$ cat src/rtl/multicycle_control_pkg.sv
// Shared constants for the multicycle RV32I control path: ALU op classes,
// opcodes, state encodings and datapath mux select encodings.
package multicycle_control_pkg;

    localparam logic [1:0] OP_ADD = 2'b00;
    localparam logic [1:0] OP_SUB = 2'b01;
    localparam logic [1:0] OP_ANY = 2'b10;

    localparam logic [6:0] OPC_LW  = 7'b0000011;
    localparam logic [6:0] OPC_SW  = 7'b0100011;
    localparam logic [6:0] OPC_R   = 7'b0110011;
    localparam logic [6:0] OPC_I   = 7'b0010011;
    localparam logic [6:0] OPC_BEQ = 7'b1100011;
    localparam logic [6:0] OPC_JAL = 7'b1101111;

    typedef enum logic [3:0] {
        FETCH    = 4'd0,
        DECODE   = 4'd1,
        MEMADR   = 4'd2,
        MEMREAD  = 4'd3,
        MEMWB    = 4'd4,
        MEMWRITE = 4'd5,
        EXECUTER = 4'd6,
        EXECUTEI = 4'd7,
        ALUWB    = 4'd8,
        BEQ      = 4'd9,
        JAL      = 4'd10
    } state_t;

    localparam logic       ADR_PC        = 1'b0;
    localparam logic       ADR_ALUOUT    = 1'b1;

    localparam logic [1:0] RES_ALUOUT    = 2'b00;
    localparam logic [1:0] RES_RDATA     = 2'b01;
    localparam logic [1:0] RES_ALURESULT = 2'b10;

    localparam logic [1:0] SRCA_PC       = 2'b00;
    localparam logic [1:0] SRCA_OLDPC    = 2'b01;
    localparam logic [1:0] SRCA_RD1      = 2'b10;

    localparam logic [1:0] SRCB_RD2      = 2'b00;
    localparam logic [1:0] SRCB_IMM      = 2'b01;
    localparam logic [1:0] SRCB_FOUR     = 2'b10;

    localparam logic [1:0] IMM_I         = 2'b00;
    localparam logic [1:0] IMM_S         = 2'b01;
    localparam logic [1:0] IMM_B         = 2'b10;
    localparam logic [1:0] IMM_J         = 2'b11;

endpackage

$ cat src/rtl/multicycle_control_imm_src_decode.sv
// Immediate format select from the opcode; shared by the DECODE and MEMADR
// states so both see the same extension.
module multicycle_control_imm_src_decode
    import multicycle_control_pkg::*;
(
    input  logic [6:0] opcode,
    output logic [1:0] imm_src
);

    always_comb begin
        case (opcode)
            OPC_BEQ: imm_src = IMM_B;
            OPC_JAL: imm_src = IMM_J;
            OPC_SW:  imm_src = IMM_S;
            default: imm_src = IMM_I;
        endcase
    end

endmodule

$ cat src/rtl/multicycle_control.sv
// Main control FSM of the multicycle RV32I datapath: sequences fetch, decode,
// execute, memory and writeback, with memory-ready stalls.
module multicycle_control
    import multicycle_control_pkg::*;
(
    input  logic       iCLK,
    input  logic       iRSTn,
    input  logic [6:0] iOpcode,
    input  logic       iZero,
    input  logic       iMemReady,
    output logic       oPCWrite,
    output logic       oIRWrite,
    output logic       oRegWrite,
    output logic       oMemWrite,
    output logic       oAdrSrc,
    output logic [1:0] oResultSrc,
    output logic [1:0] oALUSrcA,
    output logic [1:0] oALUSrcB,
    output logic [1:0] oImmSrc,
    output logic [1:0] oALUOp,
    output logic       oZeroFunct7,
    output logic       oIllegal,
    output logic [3:0] oState
);

    state_t     state;
    state_t     next_state;
    logic [1:0] imm_src;

    multicycle_control_imm_src_decode u_imm_src_decode (
        .opcode  (iOpcode),
        .imm_src (imm_src)
    );

    always_ff @(posedge iCLK or negedge iRSTn) begin
        if (!iRSTn)
            state <= FETCH;
        else
            state <= next_state;
    end

    assign oState = state;

    always_comb begin
        next_state  = FETCH;
        oPCWrite    = 1'b0;
        oIRWrite    = 1'b0;
        oRegWrite   = 1'b0;
        oMemWrite   = 1'b0;
        oAdrSrc     = ADR_PC;
        oResultSrc  = RES_ALUOUT;
        oALUSrcA    = SRCA_PC;
        oALUSrcB    = SRCB_RD2;
        oImmSrc     = IMM_I;
        oALUOp      = OP_ADD;
        oZeroFunct7 = 1'b0;
        oIllegal    = 1'b0;

        case (state)
            FETCH: begin
                oAdrSrc    = ADR_PC;
                oALUSrcA   = SRCA_PC;
                oALUSrcB   = SRCB_FOUR;
                oResultSrc = RES_ALURESULT;
                oIRWrite   = iMemReady;
                oPCWrite   = iMemReady;
                next_state = iMemReady ? DECODE : FETCH;
            end
            DECODE: begin
                // ALUOut captures OldPC + imm, the branch/jump target
                oALUSrcA = SRCA_OLDPC;
                oALUSrcB = SRCB_IMM;
                oImmSrc  = imm_src;
                case (iOpcode)
                    OPC_LW, OPC_SW: next_state = MEMADR;
                    OPC_R:          next_state = EXECUTER;
                    OPC_I:          next_state = EXECUTEI;
                    OPC_BEQ:        next_state = BEQ;
                    OPC_JAL:        next_state = JAL;
                    default: begin
                        next_state = FETCH;
                        oIllegal   = 1'b1;
                    end
                endcase
            end
            MEMADR: begin
                oALUSrcA   = SRCA_RD1;
                oALUSrcB   = SRCB_IMM;
                oImmSrc    = imm_src;
                next_state = (iOpcode == OPC_LW) ? MEMREAD : MEMWRITE;
            end
            MEMREAD: begin
                oAdrSrc    = ADR_ALUOUT;
                oResultSrc = RES_ALUOUT;
                next_state = iMemReady ? MEMWB : MEMREAD;
            end
            MEMWB: begin
                oResultSrc = RES_RDATA;
                oRegWrite  = 1'b1;
                next_state = FETCH;
            end
            MEMWRITE: begin
                oAdrSrc    = ADR_ALUOUT;
                oResultSrc = RES_ALUOUT;
                oMemWrite  = 1'b1;
                next_state = iMemReady ? FETCH : MEMWRITE;
            end
            EXECUTER: begin
                oALUSrcA   = SRCA_RD1;
                oALUSrcB   = SRCB_RD2;
                oALUOp     = OP_ANY;
                next_state = ALUWB;
            end
            EXECUTEI: begin
                // funct7 forced to zero so addi with imm[10]=1 is not decoded as sub
                oALUSrcA    = SRCA_RD1;
                oALUSrcB    = SRCB_IMM;
                oALUOp      = OP_ANY;
                oZeroFunct7 = 1'b1;
                next_state  = ALUWB;
            end
            ALUWB: begin
                oResultSrc = RES_ALUOUT;
                oRegWrite  = 1'b1;
                next_state = FETCH;
            end
            BEQ: begin
                oALUSrcA   = SRCA_RD1;
                oALUSrcB   = SRCB_RD2;
                oALUOp     = OP_SUB;
                oResultSrc = RES_ALUOUT;
                oPCWrite   = iZero;
                next_state = FETCH;
            end
            JAL: begin
                // ALU forms OldPC + 4 for rd while PC loads the target from ALUOut
                oALUSrcA   = SRCA_OLDPC;
                oALUSrcB   = SRCB_FOUR;
                oALUOp     = OP_ADD;
                oResultSrc = RES_ALUOUT;
                oPCWrite   = 1'b1;
                next_state = ALUWB;
            end
            default: next_state = FETCH;
        endcase
    end

endmodule

$ cat config.mk
export PLATFORM = sky130hd
export DESIGN_NAME = multicycle_control
export DESIGN_NICKNAME = d
export VERILOG_FILES = /design/src/rtl/multicycle_control_pkg.sv /design/src/rtl/multicycle_control_imm_src_decode.sv /design/src/rtl/multicycle_control.sv
export SDC_FILE = /design/constraint.sdc
export NUM_CORES = 1
export LEC_CHECK = 0
export ABC_AREA = 1
export CAP_MARGIN = 10
export CORE_UTILIZATION = 35
export DETAILED_ROUTE_END_ITERATION = 8
export PLACE_DENSITY = 0.78
export SYNTH_ARGS = -nofsm -noshare
export SYNTH_HDL_FRONTEND = slang
export SYNTH_SLANG_ARGS = --single-unit
export TNS_END_PERCENT = 30
$ cat constraint.sdc
create_clock -name iCLK -period 1.32 [get_ports iCLK]
set_input_delay 0.264 -clock iCLK [delete_from_list [all_inputs] [get_ports iCLK]]
set_output_delay 0.264 -clock iCLK [all_outputs]
set_load 0.05 [all_outputs]
==> results of run 1 <==
-- cells by family after synthesis --
group	Yosys count	synth area share
buffers and inverters	19	0.145
DFF	4	0.204
and+or+nand+nor	63	0.561
AOI/OAI and AO/OA	8	0.0893
-- synth_stat cells (all sizes together) --
cell and count:
dfrtp 4, nor2 26, nand4 1, nand3b 1, inv 19, o21ai 6
nand2 27, nand3 8, a21oi 2
-- through the flow --
| stage | cells | setup WS [ns] | area, µm² |
|---|---|---|---|
| 2_1_floorplan | 94 | -0.509 | 542 |
| 3_3_place_gp | 168 | -0.407 | 1290 |
==> impl_metrics.tcl, run 1 <==
set metrics [dict create \
    start_util 0.377 \
    synth.avg_cell_area_um2 5.22 \
    yosysUniqueCellTypes 15 \
    synth_top_area_frac 0.204 \
    synth-seq-cells 4 \
    placementRows 13 \
    place_congestion 0.852 \
    status "did not finish" \
    synth_cells 94 \
    yosys-top-cells-area "dfrtp_1, nand2_1, nor2_1, inv_1, nand3_1" \
    port-buffer-count 31 \
    die_h_um 39.4 \
    syn_nets 105 \
    ios 32 \
    die_w_um 39.4 \
    seq_area_frac_synth 0.204 \
    syn_area_um2 490 \
    error "[ERROR DPL-0033] detailed placement checks failed during check placement." \
    hpwl_um 2370 \
    ys_warn_count 0 \
    yosysTopAreaCell "dfrtp_1" \
    stop_stage "detailed placement (3_5_place_dp)" \
]
==> inputs of run 2 (changes only) <==
--- a/config.mk
+++ b/config.mk
@@ -7,9 +7,10 @@
 export LEC_CHECK = 0
 export ABC_AREA = 1
 export CAP_MARGIN = 10
-export CORE_UTILIZATION = 35
+export CORE_AREA = 2 2 63 65
 export DETAILED_ROUTE_END_ITERATION = 8
-export PLACE_DENSITY = 0.78
+export DIE_AREA = 0 0 65 67
+export PLACE_DENSITY_LB_ADDON = 0.15
 export SYNTH_ARGS = -nofsm -noshare
 export SYNTH_HDL_FRONTEND = slang
 export SYNTH_SLANG_ARGS = --single-unit
==> impl_metrics.tcl, run 2 <==
set metrics [dict create \
    port-buffer-count 31 \
    synthMuxAreaShare 0 \
    r2r_setup_slack_ns 0.09 \
    cts_tree "built" \
    worstPathMaxFanout 4 \
    die-area_mm2 0.00436 \
    yosys-top-cells-area "dfrtp_1, nand2_1, nor2_1, inv_1, nand3_1" \
    rsz0062_at_grt "true" \
    synth_commonest_cells "nand2_1, nor2_1, inv_1, nand3_1" \
    hpwl_um 1640 \
    tns_ns -4.26 \
    r2r_start "oState[2]" \
    synth_simple_gate_area_frac 0.561 \
    insertedDiodeCount 0 \
    dr_wl_met2_um 1020 \
    finClkSkew_ns 0.00273 \
    crit_type "flip-flop to primary output" \
    via_per_inst 3.79 \
    synth-seq-cells 4 \
    r2r_cells 6 \
    track_usage 0.0993 \
    critPathArrivalTime_ns 1.39 \
    drc 0 \
    cts_inserted_buffers 3 \
    place_congestion 0.770 \
    postCtsHoldBufs 0 \
    htree_num_levels 1 \
    seq_area_frac_synth 0.204 \
    drive_gt1_frac 0.613 \
    grt_max_degree 6 \
    antenna_found_initial 0 \
    start_util 0.136 \
    status "complete, but fails checks" \
    wl_met1_um 754 \
    synth_top_family_by_area "simple AND/OR/NAND/NOR gates" \
    vias 789 \
    ir_worst_vdd_v 0.000446 \
    syn_nets 105 \
    max_slew_margin 0.847 \
    die_h_um 67 \
    core-area_mm2 0.00361 \
    startpoint_type "flip-flop" \
    clock_latency_ns 0.21 \
    yosysUniqueCellTypes 15 \
    dr.max_layer_used "met3" \
    power.leakage_uw 0.000721 \
    post-route-worst-setup-slack_ns -0.329 \
    wire_per_inst_um 9.11 \
    cts_sinks 4 \
    critPathCaptureType "primary output" \
    violations "negative setup slack" \
    fin_crit_sh 1.25 \
    largest_reg_flops 4 \
    ys_warn_count 0 \
    path_clk_slew_ns 0.03 \
    overflow 0 \
    syn2layout_area_growth_pct 202 \
    ios 32 \
    synth-edff-count 0 \
    synth_cells 94 \
    worstMarginPinSlew_ns 0.229 \
    synth_top_area_frac 0.204 \
    layout_common_cells "buf_4, buf_12, nand2_1, nor2_1, inv_2" \
    maxCapViolCount 0 \
    fmaxAchievable_mhz 606 \
    syn_area_um2 490 \
    finalSetupViolations 18 \
    grt_pass1_vias 842 \
    nets 173 \
    whs_ns 0.252 \
    die_w_um 65 \
    first_pass_iters 3 \
    r2r-end "oState[0]" \
    drv_slew 0 \
    cp.required_ns 1.06 \
    finalWirelength_um 1900 \
    final_common_cell "buf_4" \
    grt_pass1_wl_um 3460 \
    hold_violations 0 \
    yosysTopAreaCell "dfrtp_1" \
    synth_adder_area_share 0 \
    wl_met3_um 123 \
    drt_iter0_drc 7 \
    synth.most_common_cell "nand2_1" \
    ctsRootBufferMaster "clkbuf_8" \
    min_period_ns 1.65 \
    hp-class "input port to async pin" \
    clockBufferDepth 2 \
    powerDensity_mw_per_mm2 672 \
    synth.avg_cell_area_um2 5.22 \
    synth_xor_area_frac 0 \
    async_reset_ff_frac 1.00 \
    synth-compound-area-share 0.0893 \
    placementRows 22 \
    drtAntennaViolNets 0 \
    synthFlopType "dfrtp_1" \
]
## run 2: cell counts after synthesis
Identical to the previous run, type by type.
## run 2: cell type report
class                           count  area, µm²
Timing Repair Buffer               63        771
Inverter                           19       73.8
Sequential cell                     4        105
Tap cell                           48       60.1
Multi-Input combinational cell     71        428
Fill cell                         383       2130
Clock buffer                        3       41.3
## run 2: worst max path at each step
| stage | slack (ns) | start | to |
|---|---|---|---|
| global placement | -0.44 | iOpcode[4] | oIllegal |
| detailed placement | -0.45 | iOpcode[4] | oIllegal |
| CTS | -0.34 | oState[0] | oPCWrite |
| global route | -0.42 | oState[0] | oPCWrite |
| floorplan | -0.51 | oState[0] | oPCWrite |
| finish | -0.33 | oState[0] | oPCWrite |
## run 2: cells by family (layout without fill, tap and decap cells)
logic type / Yosys count / in the layout
flops: 4 / 4
compound gates: 8 / 8
buf+inv: 19 / 85
simple gates: 63 / 63
## run 2: routing by layer
metal,track usage,vias to the layer above
met3,0.0220,0
li1,-,420
met1,0.110,345
met5,0,-
met2,0.195,24
met4,0.0160,0
## run 2: critical path, cell delays in order, from the launching register on
cell and delay (ns):
dfrtp_2 0.43, inv_2 0.09, buf_6 0.09, nand4_1 0.19
nand3b_1 0.21, buf_12 0.15
## run 2: repair_timing
action | 4_1_cts | 5_1_grt
resized for setup | 32 | 5
buffers inserted | 5 | 0
setup endpoints to repair | 17 | 20
pin swaps | 13 | 4
## run 2: power by group
| part | switching (µW) | total (µW) | internal [µW] |
|---|---|---|---|
| logic | 312 | 605 | 293 |
| clock network | 55.0 | 249 | 194 |
| registers | 9.79 | 140 | 130 |
| total | 377 | 994 | 617 |
## run 2: stage by stage
stage | power (µW) | cells | setup WS [ns] | utilization | cell area [µm²]
2_1_floorplan | 394 | 94 | -0.509 | - | 542
3_3_place_gp | 699 | 201 | -0.440 | 0.370 | 1330
3_5_place_dp | 701 | 201 | -0.452 | 0.370 | 1330
4_1_cts | 1010 | 209 | -0.336 | 0.409 | 1480
5_1_grt | 1050 | 208 | -0.415 | 0.410 | 1480
6_report | 994 | 208 | -0.329 | 0.410 | 1480
No activity file was read; power rests on OpenSTA's default activity.
==> inputs of run 3 (changes only) <==
--- a/config.mk
+++ b/config.mk
@@ -10,6 +10,7 @@
 export CORE_AREA = 2 2 63 65
 export DETAILED_ROUTE_END_ITERATION = 8
 export DIE_AREA = 0 0 65 67
+export MAX_ROUTING_LAYER = met4
 export PLACE_DENSITY_LB_ADDON = 0.15
 export SYNTH_ARGS = -nofsm -noshare
 export SYNTH_HDL_FRONTEND = slang
==> results of run 3 <==
The final DEF is identical to that of run 2; final timing and power are the same.
Main changes from that run: final weighted congestion in routability-driven placement 0.770 -> 0.780; overall routing resource usage 0.0993 -> 0.102
==> inputs of run 4 (changes only) <==
--- a/config.mk
+++ b/config.mk
@@ -8,6 +8,7 @@
 export ABC_AREA = 1
 export CAP_MARGIN = 10
 export CORE_AREA = 2 2 63 65
+export CTS_CLUSTER_SIZE = 8
 export DETAILED_ROUTE_END_ITERATION = 8
 export DIE_AREA = 0 0 65 67
 export MAX_ROUTING_LAYER = met4
==> results of run 4 <==
The final DEF is identical to that of run 2; final timing and power are the same.
Main changes from that run: final weighted congestion in routability-driven placement 0.770 -> 0.780; overall routing resource usage 0.0993 -> 0.102
